===== src/rtl/jk_pkg.sv =====
// Shared mode encoding for the JK counter and anything that drives it.
package jk_pkg;

    localparam logic [1:0] MODE_HOLD = 2'b00;
    localparam logic [1:0] MODE_UP   = 2'b01;
    localparam logic [1:0] MODE_DOWN = 2'b10;
    localparam logic [1:0] MODE_LOAD = 2'b11;

endpackage


===== src/rtl/jk_cell.sv =====
// Single JK flip-flop with true/complement outputs: 00 hold, 10 set, 01 clear, 11 toggle.
// Latency one clock; no flow control, updates every rising edge.
module jk_cell (
    input  logic i_clk,
    input  logic i_rst_n,
    input  logic i_j,
    input  logic i_k,
    output logic o_q,
    output logic o_q_n
);

    logic r_q;

    always_ff @(posedge i_clk or negedge i_rst_n) begin
        if (!i_rst_n) begin
            r_q <= 1'b0;
        end else begin
            case ({i_j, i_k})
                2'b10:   r_q <= 1'b1;
                2'b01:   r_q <= 1'b0;
                2'b11:   r_q <= ~r_q;
                default: r_q <= r_q;
            endcase
        end
    end

    // Complement derived from the single state bit so it can never disagree with q.
    assign o_q   = r_q;
    assign o_q_n = ~r_q;

endmodule


===== src/rtl/jk_counter.sv =====
// Up/down/load modulo counter built from JK cells, with terminal-count and wrap pulse.
// Latency one clock from sampling edge to q; no flow control, en=0 holds the count.
module jk_counter
    import jk_pkg::*;
#(
    parameter int WIDTH    = 4,
    parameter int MODULUS  = 16,
    parameter int SATURATE = 0
) (
    input  logic             i_clk,
    input  logic             i_rst_n,
    input  logic             i_en,
    input  logic [1:0]       i_mode,
    input  logic [WIDTH-1:0] i_load_val,
    output logic [WIDTH-1:0] o_q,
    output logic [WIDTH-1:0] o_q_n,
    output logic             o_tc,
    output logic             o_wrap
);

    localparam logic [WIDTH-1:0] MAX_VAL = WIDTH'(MODULUS - 1);
    localparam logic [WIDTH-1:0] ONE     = WIDTH'(1);

    logic [WIDTH-1:0] w_q;
    logic [WIDTH-1:0] w_q_n;
    logic [WIDTH-1:0] w_d;
    logic [WIDTH-1:0] w_j;
    logic [WIDTH-1:0] w_k;
    logic             w_at_max;
    logic             w_at_zero;
    logic             w_wrap_evt;
    logic             r_wrap;

    assign w_at_max  = (w_q == MAX_VAL);
    assign w_at_zero = (w_q == '0);

    always_comb begin
        w_d        = w_q;
        w_wrap_evt = 1'b0;
        if (i_en) begin
            case (i_mode)
                MODE_UP: begin
                    if (!w_at_max) begin
                        w_d = w_q + ONE;
                    end else if (SATURATE == 0) begin
                        w_d        = '0;
                        w_wrap_evt = 1'b1;
                    end
                end
                MODE_DOWN: begin
                    if (!w_at_zero) begin
                        w_d = w_q - ONE;
                    end else if (SATURATE == 0) begin
                        w_d        = MAX_VAL;
                        w_wrap_evt = 1'b1;
                    end
                end
                MODE_LOAD: begin
                    // Out-of-range loads clamp so no illegal state is ever reachable.
                    w_d = (i_load_val > MAX_VAL) ? MAX_VAL : i_load_val;
                end
                default: w_d = w_q;
            endcase
        end
    end

    // Only bits that must change get a set/clear; everything else sees J=K=0.
    assign w_j = w_d & ~w_q;
    assign w_k = ~w_d & w_q;

    for (genvar gi = 0; gi < WIDTH; gi++) begin : g_cell
        jk_cell u_cell (
            .i_clk   (i_clk),
            .i_rst_n (i_rst_n),
            .i_j     (w_j[gi]),
            .i_k     (w_k[gi]),
            .o_q     (w_q[gi]),
            .o_q_n   (w_q_n[gi])
        );
    end

    always_ff @(posedge i_clk or negedge i_rst_n) begin
        if (!i_rst_n) begin
            r_wrap <= 1'b0;
        end else begin
            r_wrap <= w_wrap_evt;
        end
    end

    assign o_q    = w_q;
    assign o_q_n  = w_q_n;
    assign o_wrap = r_wrap;
    assign o_tc   = ((i_mode == MODE_UP) && w_at_max) || ((i_mode == MODE_DOWN) && w_at_zero);

endmodule

===== config.mk =====
export PLATFORM = sky130hd
export DESIGN_NAME = jk_counter
export DESIGN_NICKNAME = d
export VERILOG_FILES = /design/src/rtl/jk_pkg.sv /design/src/rtl/jk_cell.sv /design/src/rtl/jk_counter.sv
export SDC_FILE = /design/constraint.sdc
export NUM_CORES = 1
export LEC_CHECK = 0
export CORE_UTILIZATION = 40
export CTS_CLUSTER_DIAMETER = 40
export CTS_CLUSTER_SIZE = 24
export DETAILED_ROUTE_END_ITERATION = 7
export HOLD_SLACK_MARGIN = 0.1
export PLACE_DENSITY = 0.72
export REMOVE_ABC_BUFFERS = 1
export SLEW_MARGIN = 30
export SYNTH_ARGS = -nofsm -noshare
export SYNTH_HDL_FRONTEND = slang
export SYNTH_SLANG_ARGS = --single-unit

===== constraint.sdc =====
create_clock -name i_clk -period 2.8 [get_ports i_clk]
set_input_delay 0.28 -clock i_clk [delete_from_list [all_inputs] [get_ports i_clk]]
set_output_delay 0.28 -clock i_clk [all_outputs]
set_load 0.02 [all_outputs]

* Word-level counts from Yosys, hierarchy flattened
Index checks and enable logic that the tools add are counted.
** Operators by class
- $add $sub $neg :: 2
- Multipliers :: 0
- Div/mod/pow operators :: 0
- Order comparisons :: 1
- Equal/unequal tests :: 16
- Shifts and indexed selects :: 0
- Mux-type cells :: 13
- Bitwise gates (word level) :: 8
- Reduce and logical (&&, ||, !) cells :: 8
** Operators with widths (number)
- 2-bit == test, second input constant :: 10
- 4-bit 2-to-1 mux :: 4
- 1-bit case mux with 3 select lines :: 4
- 4-bit case mux with 3 select lines :: 1
- 3-bit nonzero test :: 4
- 2-bit by 1-bit == test with 1-bit output, second input constant :: 5
- 4-bit AND :: 2
- 4-bit NOT :: 2
- 4-bit by 1-bit adder with 4-bit output, second input constant :: 1
- 4-bit == test, second input constant :: 1
- 4-bit greater-than comparator, second input constant :: 1
- 4-bit zero test :: 1
- 1-bit NOT :: 4
- 4-bit by 1-bit subtractor with 4-bit output, second input constant :: 1
- 1-bit 2-to-1 mux :: 3
- 1-bit logical AND :: 2
- 1-bit case mux with 2 select lines :: 1
- 1-bit logical OR :: 1
** Storage, ports and cells
- Flip-flop bits (word level) :: 5
- Bits in latches :: 0
- Memory bits (writable) :: 0
- Bits in read-only memories :: 0
- Input bits :: 9
- Memories kept :: 0

* Depth between registers and ports, before layout
- Word-level depth :: 8
- Mapped depth :: 9

* Cells and area by module
Synthesis repeated with hierarchy kept, for this count alone.
** Second synthesis, totals
- Cells, all modules :: 62
- Area, all modules :: 479.2 um^2
** Modules (own cells, without submodules)
- jk_counter :: instances 1, cells each 46, area an instance 329.1 um^2
- jk_cell :: instances 4, cells each 4, area an instance 37.5 um^2

* Worst setup path before layout
Ideal clock, no wire load.
- Kind :: register to register
- Start point :: register g_cell[0].u_cell.r_q
- End point :: register g_cell[0].u_cell.r_q
- Setup time :: 79 ps
- Arrival time :: 1746 ps
- Data required time :: 2721 ps
- Path slack :: 974 ps
- Cell stages (with the launch flop) :: 9
- Buffers on the path :: 0
- Period minus slack after synthesis :: 1826 ps
- Cell sequence :: dfrtp_1 inv_1 ha_1 nor4bb_1 a21oi_1 o211ai_1 o21ai_1 ha_1 mux2i_1
** Between the ends
- Elaborated cells on any way between the ends :: 18
- Classes of those cells :: add/sub (2); eq/ne (4); mux (5); bitwise (5); reduce/logical (2)
** RTL lines
- start, declared :: line jk_cell.sv:12 : logic r_q;
- start signal, assigned :: line jk_cell.sv:21 : 2'b11: r_q <= ~r_q;
- start signal, assigned :: line jk_cell.sv:22 : default: r_q <= r_q;
- 1-bit NOT
- via g_cell[0].u_cell.o_q_n :: line jk_cell.sv:9 : output logic o_q_n
- 1-bit case mux with 3 select lines :: line jk_cell.sv:18 : case ({i_j, i_k})
The timed path passes the listed nets, and every way through them passes these cells.
A chain may end at the register's enable or synchronous reset.

* Worst setup path in the final report
- Start point :: register g_cell[0].u_cell.r_q
- End point :: output o_tc
** Between the ends
- Longest elaborated chain between the ends :: 3
- Elaborated cells on any way between the ends :: 5
- Classes of those cells :: eq/ne (1); reduce/logical (4)
** Ends and longest elaborated chain
- 4-bit == test or 4-bit zero test (tied branches) :: line jk_counter.sv:34, jk_counter.sv:35
- 1-bit logical AND :: line jk_counter.sv:93 : assign o_tc = ((i_mode == MODE_UP) && w_at_max) || ((i_mode == MODE_DOWN) && w_at_zero);
- 1-bit logical OR * :: line jk_counter.sv:93
- end, declared :: line jk_counter.sv:17 : output logic o_tc,
Mark *: on every way between the ends. The rest lies on a longest branch, timed or not.

==> impl_metrics.sql <==
INSERT INTO impl_metrics (metric_group, metric, value, unit) VALUES
('floorplan', 'die_x', '39.48', 'microns'),
('power', 'power_frac_clock', '12.7', '%'),
('logic_synthesis', 'synth_edf_count', '0', ''),
('drt', 'first_pass_iters', '4', ''),
('grt', 'global_route_wire_length_before_repair', '1.773', 'mm'),
('floorplan', 'fp.coreArea', '1301', 'sq um'),
('clocking', 'post-cts-setup-buffer-count', '0', ''),
('logic_synthesis', 'top_cell_type_by_total_area_after_synthesis', 'sky130_fd_sc_hd__dfrtp_1', ''),
('sta', 'fin_worst_skew', '0.0001776', 'ns'),
('sta', 'maxSlewViolCount', '0', ''),
('floorplan', 'io_pins', '19', ''),
('grt', 'global_route.usage.total', '17.69', '%'),
('final_layout', 'final_cell_mix', '18 x sky130_fd_sc_hd__clkdlybuf4s50_1, 10 x sky130_fd_sc_hd__ha_1, 5 x sky130_fd_sc_hd__inv_1, 5 x sky130_fd_sc_hd__mux2i_1, 5 x sky130_fd_sc_hd__dfrtp_1', ''),
('logic_synthesis', 'mappedNetlistArea', '561.8', 'sq um'),
('placement', 'gp_routability_congestion', '0.9021', ''),
('floorplan', 'start_util', '43.17', '%'),
('setup_path', 'timing.critical_path.to_type', 'primary output', ''),
('logic_synthesis', 'ys_seq_elements', '5', ''),
('sta', 'fin_setup_tns', '0', 'ns'),
('sta', 'setup_viol', '0', ''),
('final_layout', 'final_common_cell', 'sky130_fd_sc_hd__clkdlybuf4s50_1', ''),
('final_layout', 'num_antenna_cells', '0', ''),
('logic_synthesis', 'netlist.area_leader.share', '22.27', '%'),
('placement', 'port-buffer-count', '18', ''),
('setup_path', 'depth_of_the_most_critical_reg_to_reg_path', '8', ''),
('status', 'outcome', 'completed', ''),
('sta', 'setup_repair_after_global_routing_missed_its_margin', 'no', ''),
('sta', 'slew_headroom', '75.95', '%'),
('power', 'vdd.ir_drop.worst', '0.0006312', 'V'),
('setup_path', 'critical_path.startpoint_type', 'flop', ''),
('power', 'power_density', '892.1', 'nW/um^2'),
('placement', 'dpl.hpwl', '899.3', 'microns'),
('clocking', 'postCtsHoldBufs', '0', ''),
('setup_path', 'required', '2.52', 'ns'),
('drt', 'detailedRoute.firstIterationViolations', '7', ''),
('grt', 'overflow', '0', ''),
('logic_synthesis', 'synth.distinct_cells', '25', ''),
('drt', 'detail_route.vias_per_cell', '5.571', ''),
('logic_synthesis', 'synthCells', '62', ''),
('setup_path', 'criticalPathCategory', 'flop to primary output', ''),
('floorplan', 'dieHeight', '39.48', 'microns'),
('final_layout', 'post_route_cells_drive_above_1_share', '7.895', '%'),
('grt', 'antenna_violations_before_repair', '0', ''),
('logic_synthesis', 'seq_area_frac_synth', '22.27', '%'),
('job', 'maxCapViolCount', '0', ''),
('drt', 'routedWlPerCell', '12.48', 'microns'),
('power', 'intPower', '0.3577', 'mW'),
('placement', 'post_dp_cell_area', '704.4', 'sq um'),
('drt', 'route.antenna.remaining_nets', '0', ''),
('setup_path', 'crit_path_max_fanout', '10', ''),
('sta', 'tightestPinTransition', '0.3599', 'ns'),
('power', 'power.share.switching', '45.13', '%'),
('power', 'power.share.sequential', '24.9', '%'),
('clocking', 'cell_at_the_root_of_the_clock_tree', 'sky130_fd_sc_hd__clkbuf_4', ''),
('final_layout', 'layout.cell_area.non_filler', '730.7', 'sq um'),
('final_layout', 'multiInputGateArea', '346.6', 'sq um'),
('logic_synthesis', 'ys_warn_count', '0', ''),
('clocking', 'clock_tree.htree_level_count', '1', ''),
('clocking', 'cts_inserted_buffers', '3', ''),
('drt', 'postRouteWirelength', '1.136', 'mm'),
('sta', 'post-route-period-util', '88.18', '%'),
('floorplan', 'die_area', '1558', 'sq um'),
('logic_synthesis', 'synth_area_per_cell', '9.061', 'sq um'),
('sta', 'fmax', '405.0', 'MHz'),
('clocking', 'tritoncts', 'done', ''),
('final_layout', 'num-nets-final', '96', ''),
('power', 'p_leak', '0.3453', 'nW'),
('worst_hold_path', 'timing.hold.worst.class', 'input port to async pin', ''),
('sta', 'post-route-min-period', '2.469', 'ns'),
('power', 'comb_power_share', '62.5', '%'),
('logic_synthesis', 'synthArstFlopShare', '100.0', '%');
path summary, 6_finish.rpt:
path                                                        from                                to  slack, ns
worst max-delay path            g_cell[0].u_cell.o_q$_DFFE_PN0P_                              o_tc       0.33
worst min-delay path                                     i_rst_n  g_cell[1].u_cell.o_q$_DFFE_PN0P_       0.26
worst max register to register  g_cell[0].u_cell.o_q$_DFFE_PN0P_  g_cell[0].u_cell.o_q$_DFFE_PN0P_       0.77
worst min register to register  g_cell[3].u_cell.o_q$_DFFE_PN0P_  g_cell[3].u_cell.o_q$_DFFE_PN0P_       0.71
max in group asynchronous                                i_rst_n  g_cell[2].u_cell.o_q$_DFFE_PN0P_       2.36
min in group i_clk                                          i_en                  o_wrap$_DFF_PN0_       0.66
critical path, stage by stage, from the launching register on:
cell                              delay, ns
sky130_fd_sc_hd__dfrtp_1               0.48
sky130_fd_sc_hd__inv_1                 0.14
sky130_fd_sc_hd__ha_1                  0.22
sky130_fd_sc_hd__nor4bb_1              0.36
sky130_fd_sc_hd__a41o_1                0.15
sky130_fd_sc_hd__clkdlybuf4s50_1       0.60
kinds of logic after synthesis:
family / Yosys count / share of synthesized area (%)
DFF: 5 / 22.27
buffers and inverters: 16 / 16.04
and+or+nand+nor: 7 / 7.352
muxes: 5 / 8.909
AOI/OAI and AO/OA: 19 / 23.16
adders and majority gates: 10 / 22.27
state kept, by name, summed over array words and instances, names as in the netlist:
register and count:
g_cell.u_cell.o_q 4, o_wrap 1
cells in the mapped netlist, types with 2 or more instances:
master and instances:
sky130_fd_sc_hd__o21ai_0 3, sky130_fd_sc_hd__inv_2 2, sky130_fd_sc_hd__dfrtp_1 5, sky130_fd_sc_hd__a21oi_1 4, sky130_fd_sc_hd__o211ai_1 3, sky130_fd_sc_hd__ha_1 10, sky130_fd_sc_hd__inv_1 5, sky130_fd_sc_hd__buf_4 8
sky130_fd_sc_hd__nand2_1 2, sky130_fd_sc_hd__mux2i_1 5
per-stage QoR:
stage	power, mW	hold WS (ns)	cells	worst slack, ns
2_1_floorplan	0.4071	-0.01559	53	0.7101
3_5_place_dp	0.5707	0.5130	87	0.3801
6_report	0.6519	0.2583	91	0.3309
3_3_place_gp	0.5670	0.5126	87	0.4383
5_1_grt	0.7112	0.2532	91	0.1657
4_1_cts	0.6598	0.2525	91	0.3063
area by class of cell:
class,instances,area share [%]
inverters,7,3.596
multi-input cells,41,47.43
repair buffers,19,25.68
clock buffers,4,3.596
well taps,15,2.568
flip-flops and latches,5,17.12
power groups by stage:
stage	clock, mW	combinational (mW)	sequential, mW
3_3_place_gp	0	0.405	0.162
2_1_floorplan	0	0.228	0.179
4_1_cts	0.0864	0.411	0.162
3_5_place_dp	0	0.408	0.163
5_1_grt	0.0922	0.449	0.170
6_report	0.0825	0.407	0.162
per-layer routing:
| layer | track usage, % | part of all wire [%] | wire length, microns |
|---|---|---|---|
| met5 | 0 | 0 | 0 |
| met2 | 27.05 | 44 | 505 |
| met1 | 20.89 | 45 | 510 |
| met4 | 10.34 | 1.9 | 22 |
| met3 | 6.250 | 8.6 | 98 |
Note: power is estimated with default switching activity, not from simulation.
